<file path="src/rtl/cam_frame_capture.sv">
// Camera byte-stream to pixel-word capture with start/stop arming, frame decimation and cropping.
// Define CAPTURE_STATS_EN to add line-length error flag and per-frame line count.
module cam_frame_capture #(
   parameter int DATA_W    = 8,
   parameter int X_W       = 11,
   parameter int Y_W       = 10,
   parameter int CROP_X0   = 0,
   parameter int CROP_Y0   = 0,
   parameter int CROP_W    = 640,
   parameter int CROP_H    = 480,
   parameter int SKIP      = 0,
   parameter int MSB_FIRST = 1
) (
   input  logic                iCLK,
   input  logic                iRST_N,
   input  logic [DATA_W-1:0]   iDATA,
   input  logic                iFVAL,
   input  logic                iLVAL,
   input  logic                iSTART,
   input  logic                iEND,
   output logic [2*DATA_W-1:0] oYCbCr,
   output logic                oDVAL,
   output logic [X_W-1:0]      oX_Cont,
   output logic [Y_W-1:0]      oY_Cont,
   output logic                oSOF,
   output logic                oEOF,
   output logic [31:0]         oFrame_Cont,
   output logic                oBUSY
`ifdef CAPTURE_STATS_EN
   ,
   output logic                oLINE_ERR,
   output logic [Y_W-1:0]      oLINES_LAST,
   input  logic                iCLR_STAT
`endif
);

   localparam int SK_W = (SKIP > 0) ? $clog2(SKIP + 1) : 1;

   typedef enum logic [1:0] {IDLE, ARMED, ACTIVE} state_t;

   state_t state, state_nx;
   logic   stop_pend, stop_nx;
   logic   active;

   logic              fval_d, lv_d;
   logic              line_v, fs, fe, le;
   logic              phase;
   logic [DATA_W-1:0] first_byte;
   logic [X_W-1:0]    raw_x;
   logic [Y_W-1:0]    raw_y;
   logic [SK_W-1:0]   skip_cnt;
   logic              cap;
   logic              sof_pend;
   logic [32:0]       dx, dy;
   logic              x_in, y_in;
   logic              pair_done, dval_nx;
   logic [2*DATA_W-1:0] pixel;

   assign line_v = iFVAL & iLVAL;
   assign fs     = iFVAL & ~fval_d;
   assign fe     = ~iFVAL & fval_d;
   assign le     = lv_d & ~line_v;

   assign cap       = (skip_cnt == '0);
   assign pair_done = line_v & phase;
   assign pixel     = (MSB_FIRST != 0) ? {first_byte, iDATA} : {iDATA, first_byte};

   // Offsets carry a borrow bit so "below the window" is a sign test, not a compare against zero.
   assign dx   = {1'b0, 32'(raw_x)} - 33'(CROP_X0);
   assign dy   = {1'b0, 32'(raw_y)} - 33'(CROP_Y0);
   assign x_in = ~dx[32] && (dx[31:0] < 32'(CROP_W));
   assign y_in = ~dy[32] && (dy[31:0] < 32'(CROP_H));

   assign dval_nx = pair_done & active & cap & x_in & y_in;

   always_ff @(posedge iCLK or negedge iRST_N) begin
      if (!iRST_N) begin
         state     <= IDLE;
         stop_pend <= 1'b0;
      end else begin
         state     <= state_nx;
         stop_pend <= (state == ACTIVE && state_nx == ACTIVE) ? stop_nx : 1'b0;
      end
   end

   always_comb begin
      state_nx = state;
      stop_nx  = iEND ? 1'b1 : (iSTART ? 1'b0 : stop_pend);
      case (state)
         IDLE:    if (iSTART && !iEND) state_nx = ARMED;
         ARMED:   if (iEND) state_nx = IDLE;
                  else if (fs) state_nx = ACTIVE;
         ACTIVE:  if (fe && stop_nx) state_nx = IDLE;
         default: state_nx = IDLE;
      endcase
   end

   always_comb begin
      active = (state == ACTIVE);
      oBUSY  = (state != IDLE);
   end

   always_ff @(posedge iCLK or negedge iRST_N) begin
      if (!iRST_N) begin
         fval_d      <= 1'b0;
         lv_d        <= 1'b0;
         phase       <= 1'b0;
         first_byte  <= '0;
         raw_x       <= '0;
         raw_y       <= '0;
         skip_cnt    <= '0;
         sof_pend    <= 1'b0;
         oDVAL       <= 1'b0;
         oYCbCr      <= '0;
         oX_Cont     <= '0;
         oY_Cont     <= '0;
         oSOF        <= 1'b0;
         oEOF        <= 1'b0;
         oFrame_Cont <= '0;
      end else begin
         fval_d <= iFVAL;
         lv_d   <= line_v;

         if (line_v) begin
            phase <= ~phase;
            if (!phase) first_byte <= iDATA;
            else if (raw_x != '1) raw_x <= raw_x + 1'b1;
         end else begin
            phase <= 1'b0;
            raw_x <= '0;
         end

         if (fs) raw_y <= '0;
         else if (le && raw_y != '1) raw_y <= raw_y + 1'b1;

         if (fs && state == ARMED) skip_cnt <= '0;
         else if (fs && active) skip_cnt <= (skip_cnt == SK_W'(SKIP)) ? '0 : skip_cnt + 1'b1;

         oDVAL <= dval_nx;
         if (dval_nx) begin
            oYCbCr  <= pixel;
            oX_Cont <= dx[X_W-1:0];
            oY_Cont <= dy[Y_W-1:0];
         end

         oSOF <= dval_nx & sof_pend;
         if (fs) sof_pend <= 1'b1;
         else if (dval_nx) sof_pend <= 1'b0;

         oEOF <= fe & active & cap;
         if (fe && active && cap) oFrame_Cont <= oFrame_Cont + 1'b1;
      end
   end

`ifdef CAPTURE_STATS_EN
   localparam int unsigned EXP_BYTES = 2 * (CROP_X0 + CROP_W);

   logic [X_W+1:0] byte_cnt;

   always_ff @(posedge iCLK or negedge iRST_N) begin
      if (!iRST_N) begin
         byte_cnt    <= '0;
         oLINE_ERR   <= 1'b0;
         oLINES_LAST <= '0;
      end else begin
         if (line_v) begin
            if (byte_cnt != '1) byte_cnt <= byte_cnt + 1'b1;
         end else begin
            byte_cnt <= '0;
         end

         if (iCLR_STAT) oLINE_ERR <= 1'b0;
         else if (le && active && cap && (32'(byte_cnt) != EXP_BYTES || byte_cnt[0]))
            oLINE_ERR <= 1'b1;

         // A line ending together with the frame has not reached raw_y yet.
         if (fe) oLINES_LAST <= (le && raw_y != '1) ? raw_y + 1'b1 : raw_y;
      end
   end
`endif

endmodule

</file>
<file path="config.mk">
export PLATFORM = sky130hd
export DESIGN_NAME = cam_frame_capture
export DESIGN_NICKNAME = d
export VERILOG_FILES = /design/src/rtl/cam_frame_capture.sv
export SDC_FILE = /design/constraint.sdc
export NUM_CORES = 1
export LEC_CHECK = 0
export BUFFER_PORTS_ARGS = -buffer_cell sky130_fd_sc_hd__buf_2
export CORE_UTILIZATION = 55
export DETAILED_ROUTE_END_ITERATION = 8
export PLACE_DENSITY_LB_ADDON = 0.08
export SLEW_MARGIN = 20
export SYNTH_ARGS = -nofsm -noshare
export SYNTH_HDL_FRONTEND = slang
export SYNTH_SLANG_ARGS = --single-unit
</file>
<file path="constraint.sdc">
create_clock -name iCLK -period 5.5 [get_ports iCLK]
set_input_delay 1.1 -clock iCLK [delete_from_list [all_inputs] [get_ports iCLK]]
set_output_delay 1.1 -clock iCLK [all_outputs]
set_load 0.005 [all_outputs]
</file>
# [Word-level counts from Yosys, hierarchy flattened]
# Index checks and enable logic that the tools add are counted.
[totals] mem_count=0 ramBits=0 output_inout_bits=73 inputBits=14 reg_bits=109 latchBits=0 word_cells=82 romBits=0
[classes] multipliers=0 n_mux=19 n_reduce_logical=16 bitwise=17 n_addsub=4 div_mod_pow=0 shift=0 magnitude_cmp=2 n_eq_ne=7
[op_table] cell="11-bit two-way mux" n=3
[op_table] cell="32-bit by 1-bit adder with 32-bit output (second input constant)" n=1
[op_table] cell="10-bit two-way mux" n=2
[op_table] cell="1-bit bitwise AND" n=12
[op_table] cell="11-bit by 1-bit adder with 11-bit output (second input constant)" n=1
[op_table] cell="11-bit by 10-bit < comparator with 1-bit output (second input constant)" n=1
[op_table] cell="11-bit inequality test (second input constant)" n=1
[op_table] cell="10-bit by 1-bit adder with 10-bit output (second input constant)" n=1
[op_table] cell="10-bit by 9-bit < comparator with 1-bit output (second input constant)" n=1
[op_table] cell="10-bit inequality test (second input constant)" n=1
[op_table] cell="1-bit two-way mux" n=9
[op_table] cell="1-bit logical AND" n=8
[op_table] cell="2-bit two-way mux" n=4
[op_table] cell="2-bit nonzero test" n=4
[op_table] cell="2-bit case mux with 3 select lines" n=1
[op_table] cell="1-bit inverter" n=5
[op_table] cell="2-bit == test (second input constant)" n=2
[op_table] cell="2-bit by 1-bit inequality test with 1-bit output (second input constant)" n=2
[op_table] cell="2-bit AND reduction" n=2
[op_table] cell="2-bit by 1-bit == test with 1-bit output (second input constant)" n=1
[op_table] cell="2-bit zero test" n=1
[op_table] cell="1-bit adder (second input constant)" n=1
[op_table] cell="1-bit zero test" n=1

# [Depth between registers and ports, before layout]
[depth] ltp_word=8 ltp_mapped=7 mapped_depth_nobuf=6

# [Worst setup path after synthesis]
# OpenSTA, ideal clock, no wires.
[synth_timing] kind="input to register" startpoint="input iFVAL" endpoint="register oFrame_Cont[18]" n_path_buf=2 t_required_ps=5421 setup_ps=79 arrival_time_ps=2284 setup_slack_ps=3137 cell_stages=7 cell_sequence="and4bb_1 -> buf_6 -> and4_1 -> buf_6 -> nor3b_4 -> and3_1 -> xor2_1"
[synth_between] elab_chain_cells=4
[synth_lines] item="start: declaration" line_no="17" rtl="input logic iFVAL,"
[synth_lines] item="1-bit inverter" line_no="61" rtl="assign fe = ~iFVAL & fval_d;"
[synth_lines] item="1-bit bitwise AND" line_no="61"
[synth_lines] item="1-bit logical AND (2 in series)" line_no="151" rtl="if (fe && active && cap) oFrame_Cont <= oFrame_Cont + 1'b1;"
[synth_lines] item="end signal: assignment" line_no="151"
[synth_lines] item="end: declaration" line_no="27" rtl="output logic [31:0] oFrame_Cont,"
# Every way passes these cells.
# A chain may end at the register's enable or synchronous reset.

# [Final worst setup path]
[layout_timing] startpoint="input iFVAL" endpoint="register raw_y[7]"
[layout_between] elab_chain_cells=5 word_cells_on_any_way=7 cone_classes="mux (1); bitwise (4); reduce/logical (2)"
[layout_lines] item="1-bit bitwise AND" line_no="59" rtl="assign line_v = iFVAL & iLVAL;"
[layout_lines] item="net line_v" line_no="46" rtl="logic line_v, fs, fe, le;"
[layout_lines] item="1-bit inverter" line_no="62" rtl="assign le = lv_d & ~line_v;"
[layout_lines] item="1-bit bitwise AND" line_no="62"
[layout_lines] item="1-bit logical AND" line_no="134" rtl="else if (le && raw_y != '1) raw_y <= raw_y + 1'b1;"
[layout_lines] item="2-bit nonzero test (no line)"
[layout_lines] item="end signal: assignment" line_no="134"
[layout_lines] item="end: declaration" line_no="50" rtl="logic [Y_W-1:0] raw_y;"
# The timed path passes the listed nets, and every way through them passes these cells.

==> metrics.md <==
| Metric | Value |
|---|---|
| Cell-by-cell trace of the critical path | `buf_2 > nand2_1 > inv_1 > a311oi_4 > and4b_1 > xnor2_1 > nor2_1` |
| Cell type with the largest total area after synthesis | `sky130_fd_sc_hd__dfrtp_1` |
| Register-to-register path setup slack | `3.45 ns` |
| Outcome | `completed` |
| Final wirelength | `8.12 mm` |
| Psw | `0.441 mW` |
| Slowest cell on the critical path | `sky130_fd_sc_hd__a311oi_4` |
| Floorplan core area | `7890 um^2` |
| First-pass GRT wire length | `13.6 mm` |
| GR Overflow Total | `0` |
| Clock transition at the registers of the reported paths | `0.10 ns` |
| Antenna diode count | `0` |
| Combinational fraction of design power | `14.2%` |
| Hold WC Path Type | `reg2reg` |
| Number of gates resized after CTS | `0` |
| LEAKAGE | `2.76 nW` |
| Half-perimeter wire length after placement | `5.82 mm` |
| Final weighted congestion in routability-driven placement | `0.821` |
| Period utilization | `44.9%` |
| Max-Slew Margin vs Limit | `34.0%` |
| Total power density per cell area | `317 nW/um^2` |
| Clock sinks | `108` |
| Number of max-slew violations in the final report | `0` |
| Initial antenna violation count | `0` |
| Syn-to-layout area delta | `15.8%` |
| Mapped Avg Cell Area | `12.0 um^2` |
| Hold endpoint | `oFrame_Cont[31]` |
| Path depth of the worst reg2reg path | `6` |
| Critical path endpoint category | `flop` |
| Reg2Reg Launch Point | `raw_y[0]` |
| Required time at the worst-slack endpoint | `5.70 ns` |
| Final Hold Fails | `0` |
| Sequential cell area fraction in the yosys report | `59.0%` |
| Buffer type at the clock tree root | `sky130_fd_sc_hd__clkbuf_8` |
| First-pass detailed-route iteration total | `4` |
| Cell type group with the largest total delay on the critical path | `simple AND/OR/NAND/NOR gates` |
| Clock buffer depth | `2` |
| Slew @ Worst Pin | `0.988 ns` |
| Residual DRC count | `0` |
| H-tree Lvls | `3` |
| Insertion delay of the later-clocked pin in the worst-skew pair | `0.37 ns` |
| Number of max-capacitance violations reported | `0` |
| Die boundary height | `93.3 um` |
| Library cell with the highest instance count after synthesis | `sky130_fd_sc_hd__dfrtp_1` |
| Starting DRC count in detailed routing | `96` |
| Maximum fanout along the worst path | `12` |
| Worst hold stages | `1` |
| Most common library cells after synthesis | `108 x sky130_fd_sc_hd__dfrtp_1, 45 x sky130_fd_sc_hd__nand2_1, 35 x sky130_fd_sc_hd__mux2_2` |
| Crit path arrival time | `2.67 ns` |
| Sw frac | `26.2%` |
| Biggest area contributors in the synthesized netlist | `sky130_fd_sc_hd__dfrtp_1 59%, sky130_fd_sc_hd__mux2_2 8.6%, sky130_fd_sc_hd__xnor2_1 5.2%` |
| Count of cell types in the netlist | `45` |
| Instance count of the mapped netlist | `381` |
| Number of failing setup endpoints in the final timing report | `0` |
| Pin count of the biggest net entering global routing | `64` |
| Place WS | `2.63 ns` |
| Post-synthesis instance area | `4580 um^2` |
| Max VDD drop | `0.248 mV` |
| Number of rows in the core area | `32` |
| Drt via density | `5.31` |
| # nets final | `486` |
| Net count after synthesis | `398` |
| Total clock buffers created by CTS | `9` |
| Sort of element at the start of the critical path | `input pin` |
| Layout cells sized above 1 | `31.9%` |
| Critical path type | `in2reg` |
| Delay contributed by the slowest stage of the critical path | `0.46 ns` |
| Total internal power | `1.24 mW` |
| Unrepaired setup endpoints after global routing | `false` |
| Capture instance of the worst register-to-register path | `raw_y[7]` |
| Number of top-level design ports | `87` |
| Via count of the first global-routing pass | `2966` |
| Portion of total power attributed to the clock network | `29.1%` |
| Number of enable flip-flop cells after synthesis | `0` |
| Yosys warning count | `0` |
| Count of hold-fix buffers inserted at cts | `0` |
| Avg WL per Cell | `14.1 um` |
| Register bit total from synthesis | `108` |
| CTS tree | `yes` |
| GRT Total Usage | `20.1%` |
| Final-layout fill cell count | `624` |
| WP buf/inv | `2` |
| Setup WS post-layout | `3.03 ns` |
| Most used flip-flop cell after synthesis | `sky130_fd_sc_hd__dfrtp_1` |
| Count of input and output buffers | `86` |
| Area of placed instances | `5100 um^2` |
| Layout Skew | `0.0196 ns` |
| Antenna viol nets, final | `0` |
| Share of the synthesized area in the top cell type | `59.0%` |
| Die footprint | `8700 um^2` |
| Startpoint of the tightest hold check path | `oFrame_Cont[31]` |
| Fraction of registers with async set/reset | `100%` |
| Post-Layout Inst Area | `5300 um^2` |
| Setup tns final | `0 ns` |
| Top achievable clock speed | `405 MHz` |
| Total via count in the routed design | `3058` |
| Initial Util | `58.1%` |
| Sequential share of power | `56.6%` |
| Post-layout min period | `2.47 ns` |
| Post-CTS setup repair buffer count | `0` |
| Horizontal die dimension | `93.3 um` |
[worst register-to-register path: cells and delay by family (launching register included)]
family	cells	cell delay, ns
flops	1	0.42
compound gates	1	0.52
fa+ha+maj	1	0.23
simple gates	3	0.60
xor+xnor	1	0.12
[sequential cells by signal, summed over array words and instances (netlist names), 2 cells and up]
register,cells
raw_y,10
oX_Cont,11
oY_Cont,10
first_byte,8
raw_x,11
oFrame_Cont,32
oYCbCr,16
state,2
[area by class of cell]
| type | instances | area [um^2] | area share (%) |
|---|---|---|---|
| Tap cell | 102 | 128 | 2.41 |
| Sequential cell | 108 | 2700 | 51.0 |
| Inverter | 8 | 30.0 | 0.566 |
| Multi-Input combinational cell | 253 | 1780 | 33.6 |
| Clock buffer | 9 | 124 | 2.34 |
| Timing Repair Buffer | 89 | 455 | 8.59 |
| Clock inverter | 7 | 82.6 | 1.56 |
[layer usage]
metal / GRT usage (%) / share of wire (%)
met1: 26.0 / 45
met2: 32.6 / 49
met3: 3.82 / 4.5
met4: 10.1 / 2.0
met5: 0 / 0
[layout by cell type, fill, tap and decap left out, types with 2 or more instances in the layout]
cell | synthesis | layout
sky130_fd_sc_hd__dfrtp_1 | 108 | 108
sky130_fd_sc_hd__buf_2 | 3 | 85
sky130_fd_sc_hd__nand2_1 | 45 | 45
sky130_fd_sc_hd__mux2_2 | 35 | 35
sky130_fd_sc_hd__nor2_1 | 31 | 31
sky130_fd_sc_hd__xnor2_1 | 27 | 27
sky130_fd_sc_hd__xor2_1 | 18 | 18
sky130_fd_sc_hd__nand4_1 | 16 | 16
sky130_fd_sc_hd__nand3_1 | 15 | 15
sky130_fd_sc_hd__clkbuf_8 | 0 | 9
sky130_fd_sc_hd__and3_1 | 8 | 8
sky130_fd_sc_hd__inv_1 | 7 | 7
sky130_fd_sc_hd__and4_1 | 7 | 7
sky130_fd_sc_hd__nor3_1 | 7 | 7
sky130_fd_sc_hd__and2_1 | 6 | 6
sky130_fd_sc_hd__buf_4 | 1 | 4
sky130_fd_sc_hd__a21oi_1 | 3 | 3
sky130_fd_sc_hd__a211oi_1 | 3 | 3
sky130_fd_sc_hd__ha_1 | 3 | 3
sky130_fd_sc_hd__nor2b_1 | 2 | 2
sky130_fd_sc_hd__nor3_2 | 2 | 2
sky130_fd_sc_hd__o21ai_0 | 2 | 2
sky130_fd_sc_hd__and3_2 | 2 | 2
sky130_fd_sc_hd__mux2i_1 | 2 | 2
sky130_fd_sc_hd__clkinv_4 | 0 | 2
sky130_fd_sc_hd__clkinvlp_4 | 0 | 2
[worst max path at each step]
stage,from,endpoint,depth (start not counted)
floorplan,iFVAL,oFrame_Cont[18],7
global placement,iFVAL,raw_y[7],7
detailed placement,iFVAL,raw_y[7],7
CTS,iFVAL,raw_y[7],7
global route,iFVAL,raw_y[7],7
finish,iFVAL,raw_y[7],7
[power by group through the flow]
| stage | clock [mW] | sequential, mW | combinational (mW) |
|---|---|---|---|
| after detailed placement | 0 | 0.970 | 0.245 |
| final | 0.490 | 0.953 | 0.240 |
| after CTS | 0.504 | 0.955 | 0.246 |
| after global placement | 0 | 0.965 | 0.242 |
| after floorplan | 0 | 0.969 | 0.116 |
| after global routing | 0.533 | 0.968 | 0.268 |
[per-stage QoR]
stage,util (%),instances,power (mW),hold slack (ns)
final,67.2,576,1.68,0.467
after global routing,67.2,576,1.77,0.496
after CTS,67.2,576,1.70,0.470
after detailed placement,64.6,560,1.22,0.453
after global placement,64.6,560,1.21,0.451
after floorplan,-,381,1.09,0.441
[logic make-up after synthesis]
group,share of synthesized area [%]
buf+inv,2.13
compound gates,2.79
xor+xnor,8.60
fa+ha+maj,0.819
simple gates,17.6
flops,59.0
mux,9.04
No activity file was read; power rests on OpenSTA's default activity.
